`src/rtl/block_mem_writer_pkg.sv`:
```
// rtl/block_mem_writer_pkg.sv - shared encodings for the block sprite memory writer
//   OP_*     : fill command encodings
//   PIX_*    : 2-bit pixel codes stored in block memory
//   V_ACTIVE : first vcount of vertical blanking, shared with timing gen and drawers
//   wr_state_t : writer FSM states
package block_mem_writer_pkg;

  localparam logic [1:0] OP_CLEAR  = 2'b00;
  localparam logic [1:0] OP_SOLID  = 2'b01;
  localparam logic [1:0] OP_BORDER = 2'b10;

  localparam logic [1:0] PIX_BLACK = 2'b00;
  localparam logic [1:0] PIX_FILL  = 2'b01;
  localparam logic [1:0] PIX_WHITE = 2'b11;

  localparam int V_ACTIVE = 600;

  typedef enum logic [1:0] {
    ST_IDLE = 2'd0,
    ST_FILL = 2'd1,
    ST_DONE = 2'd2
  } wr_state_t;

endpackage

```
`src/rtl/block_mem_writer_pattern_gen.sv`:
```
// rtl/block_mem_writer_pattern_gen.sv - combinational pixel pattern for one block position
//   op  in  2      latched fill op (11 behaves as clear)
//   row in  ROW_W  current row, 0..BLK_H-1
//   col in  COL_W  current column, 0..BLK_W-1
//   pix out 2      pixel code for (row, col)
module block_pattern_gen
  import block_mem_writer_pkg::*;
#(
  parameter int BLK_W = 104,
  parameter int BLK_H = 28,
  parameter int ROW_W = 5,
  parameter int COL_W = 7
) (
  input  logic [1:0]       op,
  input  logic [ROW_W-1:0] row,
  input  logic [COL_W-1:0] col,
  output logic [1:0]       pix
);

  localparam logic [ROW_W-1:0] ROW_LAST = ROW_W'(BLK_H - 1);
  localparam logic [COL_W-1:0] COL_LAST = COL_W'(BLK_W - 1);

  logic on_edge;

  always_comb begin
    on_edge = (row == '0) || (row == ROW_LAST) || (col == '0) || (col == COL_LAST);
    pix     = PIX_BLACK;
    case (op)
      OP_SOLID:  pix = PIX_FILL;
      OP_BORDER: pix = on_edge ? PIX_WHITE : PIX_FILL;
      default:   pix = PIX_BLACK;
    endcase
  end

endmodule

```
`src/rtl/block_mem_writer.sv`:
```
// rtl/block_mem_writer.sv - fills the block sprite memory one pixel per clock during vblank
//   vclk, rst            pixel clock, synchronous active-high reset
//   vcount               raster line; writes only when vcount >= V_ACTIVE
//   cmd_valid/cmd_op     fill command (clear / solid / bordered)
//   cmd_ready            high only while idle
//   mem_we/addr/wdata    block memory write port, row-major from address 0
//   busy                 acceptance through the done cycle
//   done                 one-cycle pulse after the last pixel
module block_mem_writer #(
  parameter int BLK_W    = 104,
  parameter int BLK_H    = 28,
  parameter int ADDR_W   = 12,
  parameter int V_ACTIVE = block_mem_writer_pkg::V_ACTIVE
) (
  input  logic              vclk,
  input  logic              rst,
  input  logic [9:0]        vcount,
  input  logic              cmd_valid,
  input  logic [1:0]        cmd_op,
  output logic              cmd_ready,
  output logic              mem_we,
  output logic [ADDR_W-1:0] mem_addr,
  output logic [1:0]        mem_wdata,
  output logic              busy,
  output logic              done
);

  import block_mem_writer_pkg::*;

  localparam int ROW_W = (BLK_H > 1) ? $clog2(BLK_H) : 1;
  localparam int COL_W = (BLK_W > 1) ? $clog2(BLK_W) : 1;

  localparam logic [ROW_W-1:0] ROW_LAST     = ROW_W'(BLK_H - 1);
  localparam logic [COL_W-1:0] COL_LAST     = COL_W'(BLK_W - 1);
  localparam logic [9:0]       V_BLANK_LINE = 10'(V_ACTIVE);

  wr_state_t         state;
  logic [1:0]        op_q;
  logic [ROW_W-1:0]  row;
  logic [COL_W-1:0]  col;
  logic [ADDR_W-1:0] addr_cnt;
  logic [1:0]        pix;
  logic              in_blank;

  assign in_blank = (vcount >= V_BLANK_LINE);

  block_pattern_gen #(
    .BLK_W (BLK_W),
    .BLK_H (BLK_H),
    .ROW_W (ROW_W),
    .COL_W (COL_W)
  ) u_pattern (
    .op  (op_q),
    .row (row),
    .col (col),
    .pix (pix)
  );

  // The address runs as its own counter alongside row/col so no multiplier
  // is needed to linearise the position.
  always_ff @(posedge vclk) begin
    if (rst) begin
      state     <= ST_IDLE;
      op_q      <= OP_CLEAR;
      row       <= '0;
      col       <= '0;
      addr_cnt  <= '0;
      mem_addr  <= '0;
      mem_we    <= 1'b0;
      mem_wdata <= PIX_BLACK;
      busy      <= 1'b0;
      done      <= 1'b0;
      cmd_ready <= 1'b1;
    end else begin
      mem_we <= 1'b0;
      done   <= 1'b0;
      case (state)
        ST_IDLE: begin
          busy      <= 1'b0;
          cmd_ready <= 1'b1;
          if (cmd_valid && cmd_ready) begin
            op_q      <= cmd_op;
            row       <= '0;
            col       <= '0;
            addr_cnt  <= '0;
            busy      <= 1'b1;
            cmd_ready <= 1'b0;
            state     <= ST_FILL;
          end
        end
        ST_FILL: begin
          // Address tracks the counter even while paused, so a stalled
          // fill shows the next pixel to be written.
          mem_addr <= addr_cnt;
          if (in_blank) begin
            mem_we    <= 1'b1;
            mem_wdata <= pix;
            addr_cnt  <= addr_cnt + 1'b1;
            if (col == COL_LAST) begin
              col <= '0;
              if (row == ROW_LAST) begin
                state <= ST_DONE;
              end else begin
                row <= row + 1'b1;
              end
            end else begin
              col <= col + 1'b1;
            end
          end
        end
        ST_DONE: begin
          done  <= 1'b1;
          state <= ST_IDLE;
        end
        default: state <= ST_IDLE;
      endcase
    end
  end

endmodule
```
`config.mk`:
```
export PLATFORM = sky130hd
export DESIGN_NAME = block_mem_writer
export DESIGN_NICKNAME = d
export VERILOG_FILES = /design/src/rtl/block_mem_writer_pkg.sv /design/src/rtl/block_mem_writer_pattern_gen.sv /design/src/rtl/block_mem_writer.sv
export SDC_FILE = /design/constraint.sdc
export NUM_CORES = 1
export LEC_CHECK = 0
export BUFFER_PORTS_ARGS = -buffer_cell sky130_fd_sc_hd__buf_2
export CAP_MARGIN = 20
export CORE_UTILIZATION = 60
export DETAILED_ROUTE_END_ITERATION = 7
export PLACE_DENSITY = 0.84
export SLEW_MARGIN = 20
export SYNTH_ARGS = -nofsm -noshare
export SYNTH_HDL_FRONTEND = slang
export SYNTH_HIERARCHICAL = 1
export SYNTH_SLANG_ARGS = --single-unit
```
`constraint.sdc`:
```
create_clock -name vclk -period 5.65 [get_ports vclk]
set_clock_uncertainty 0.15 [all_clocks]
set_input_delay 0.8475 -clock vclk [delete_from_list [all_inputs] [get_ports vclk]]
set_output_delay 0.8475 -clock vclk [all_outputs]
set_load 0.02 [all_outputs]
```
==> metrics.md <==
| Metric | Value |
|---|---|
| Power share of the clock group | `29.6%` |
| # clock sinks | `46` |
| Max rail drop VDD | `0.212 mV` |
| Number of CTS-inserted buffers | `5` |
| Ys flop type | `dfxtp_1` |
| Sequential share of the synthesized area | `42.6%` |
| Top cell family by delay on the critical path | `compound AO/OA/AOI/OAI gates` |
| Iter 0 DRT Violations | `192` |
| Top Usage Layer GRT | `met2` |
| Wirelength per Cell | `13.9 um` |
| CP max-delay cell | `a2111o_1` |
| Final setup viols | `0` |
| Count leader, synth | `dfxtp_1` |
| CP endpoint kind | `register` |
| Sw frac | `28.3%` |
| Sequential share of power | `60.0%` |
| N_diodes | `0` |
| GR Layer Usage met3 | `4.97%` |
| Clock Path Buffers | `2` |
| P_int | `398 uW` |
| Total negative slack | `0 ns` |
| Psw | `157 uW` |
| Post-synthesis cell count | `269` |
| Lkg Pwr | `0.000849 uW` |
| Crit-path max FO | `19` |
| Root buffer cell | `clkbuf_4` |
| Commonest cells post-synth | `46 x dfxtp_1, 43 x nand2_1, 35 x a21oi_1` |
| RSZ-0062 raised after global routing | `no` |
| Initial core utilization | `63.8%` |
| YS warnings | `6` |
| Max Fclk | `0.461 GHz` |
| Initial DRT Pass Iterations | `4` |
| Die area | `0.00385 mm2` |
| Vias/cell | `6.02` |
| Drt drc | `0` |
| Final core utilization | `69.8%` |
| Seq cells post-synth | `46` |
| CTS hold repair buffers | `0` |
| EDFF count, synth | `0` |
| Power Density | `235 mW/mm2` |
| Area leader, netlist | `dfxtp_1` |
| Share of layout cells above drive strength 1 | `14.7%` |
| Cell row count | `21` |
| CP arrival | `2.33 ns` |
| Largest net degree at the start of global routing | `48` |
| WS Path Type | `reg -> reg` |
| Number of port buffers | `29` |
| Grt total ovfl | `0` |
| Initial antenna violation count | `0` |
| Period utilization | `38.4%` |
| ANT nets after route | `0` |
| Status | `complete, no violations` |
| Final hold vios | `0` |
| Unique masters post-synth | `46` |
| Synthesized net count | `288` |
| Tmin final | `2.17 ns` |
| Hold WC Path Type | `reg -> reg` |
| Vias | `2,036` |
| Req. time, crit path | `5.81 ns` |
| Synth Cell Area | `0.00216 mm2` |
| Final Max Slew Viols | `0` |
| Comb power frac | `10.4%` |
| Ys async rst share | `0%` |
| Synth area leaders | `dfxtp_1 43%, a21oi_1 8.1%, nand2_1 7.5%` |
| CTS tree | `yes` |
| Number of global-route vias before repair | `1,651` |
| Crit-path cells | `nor2_1 > nand3_1 > a2111o_1 > o22ai_1` |
| Max Cap Violations | `0` |
| Core area | `0.00339 mm2` |
| Total wire length | `4.68 mm` |
| Setup bufs post-CTS | `0` |
| Max incr delay on CP | `0.67 ns` |
| Met2 GRT Util | `40.4%` |
| Die H | `62.0 um` |
| Ports | `33` |
| Clock transition at path regs | `0.14 ns` |
| DIE WIDTH | `62.0 um` |
| Post-Synthesis Mean Instance Area | `8.04 um2` |
| Top-area cell type share of the netlist area | `42.6%` |
| Nets | `310` |
| WP buf/inv | `0` |
| Clk_lat worst skew | `0.37 ns` |
| Met1 Use GR | `36.7%` |
| Gpl congestion | `0.832` |
| DP HPWL | `3.10 mm` |
| Global Route Usage Sum | `26.1%` |
| H-tree Lvls | `2` |
| Cts repair resizes | `0` |
| Worst-Margin Slew | `0.831 ns` |
| Area grow syn2layout | `9.43%` |
| Global-route wire length before repair | `7.43 mm` |
| CP Launch Type | `register` |
| Slew HR | `44.6%` |
## path summary, 6_finish.rpt
check	startpoint	to	slack [ns]	cells past startpoint
worst max-delay path	state[0]	row[0]	3.48	4
worst min-delay path	mem_addr[5]	mem_addr[5]	0.31	2
worst max register to register	state[0]	row[0]	3.48	4
worst min register to register	mem_addr[5]	mem_addr[5]	0.31	2
## cells by family (layout without fill, tap and decap cells)
kind of cell	Yosys count	count (layout)	share of synthesized area, %
AO/OA/AOI/OAI	84	84	25.3
multiplexers	2	2	0.926
adder cells (fa/ha/maj)	4	4	2.31
buffers and inverters	30	53	5.96
AND/OR/NAND/NOR	103	103	22.9
flip-flops	46	46	42.6
## state kept, by name (all words and copies together) (netlist names)
register / count
cmd_ready: 1
col: 7
mem_we: 1
busy: 1
op_q: 2
addr_cnt: 12
mem_wdata: 2
mem_addr: 12
done: 1
state: 2
row: 5
## worst min-delay path, stage by stage, from the launching register on
cell	delay, ns
dfxtp_1	0.33
nand2_1	0.05
a21oi_1	0.05
## layer usage
layer | up-vias | share of wire, %
li1 | 1024 | -
met4 | 0 | 1.2
met3 | 5 | 5.1
met2 | 63 | 46
met1 | 944 | 48
met5 | - | 0
## cell type report
| class | count | area [um2] |
|---|---|---|
| clock inverters | 3 | 25.0 |
| inverters | 14 | 52.6 |
| repair buffers | 31 | 160 |
| well taps | 46 | 57.6 |
| fillers | 270 | 1020 |
| clock buffers | 5 | 37.5 |
| flip-flops and latches | 46 | 921 |
| multi-input cells | 193 | 1110 |
## power groups by stage
| stage | combinational [uW] | sequential [uW] | clock, uW |
|---|---|---|---|
| 3_3_place_gp | 56.4 | 340 | 0 |
| 4_1_cts | 57.3 | 333 | 169 |
| 3_5_place_dp | 57.3 | 340 | 0 |
| 5_1_grt | 64.5 | 334 | 183 |
| 2_1_floorplan | 42.5 | 341 | 0 |
| 6_report | 57.8 | 333 | 164 |
## through the flow
step	instance area, um2	std cells	hold WS [ns]	total power [uW]	setup slack, ns
floorplan	2160	269	0.286	383	3.50
global placement	2300	330	0.289	396	3.11
detailed placement	2300	330	0.293	397	3.12
CTS	2370	338	0.312	559	3.49
global route	2370	338	0.334	582	3.26
finish	2370	338	0.310	555	3.48
## cells in the final DEF (no fill, tap or decap), types with 2 or more instances in the layout
cell,netlist,routed
a2111oi_0,3,3
a211oi_1,2,2
a21o_1,2,2
a21oi_1,35,35
a22oi_1,2,2
a2bb2oi_1,2,2
a311oi_1,6,6
a31oi_1,4,4
and3_1,2,2
buf_2,7,29
buf_4,0,2
clkbuf_4,0,5
dfxtp_1,46,46
ha_1,4,4
inv_1,14,14
mux2i_1,2,2
nand2_1,43,43
nand2b_1,6,6
nand3_1,12,12
nand4_1,6,6
nor2_1,12,12
nor3_1,9,9
o21a_1,2,2
o21ai_0,9,9
o32ai_1,7,7
or3_1,3,3
or4_1,2,2
Power figures use the tool's default switching activity.
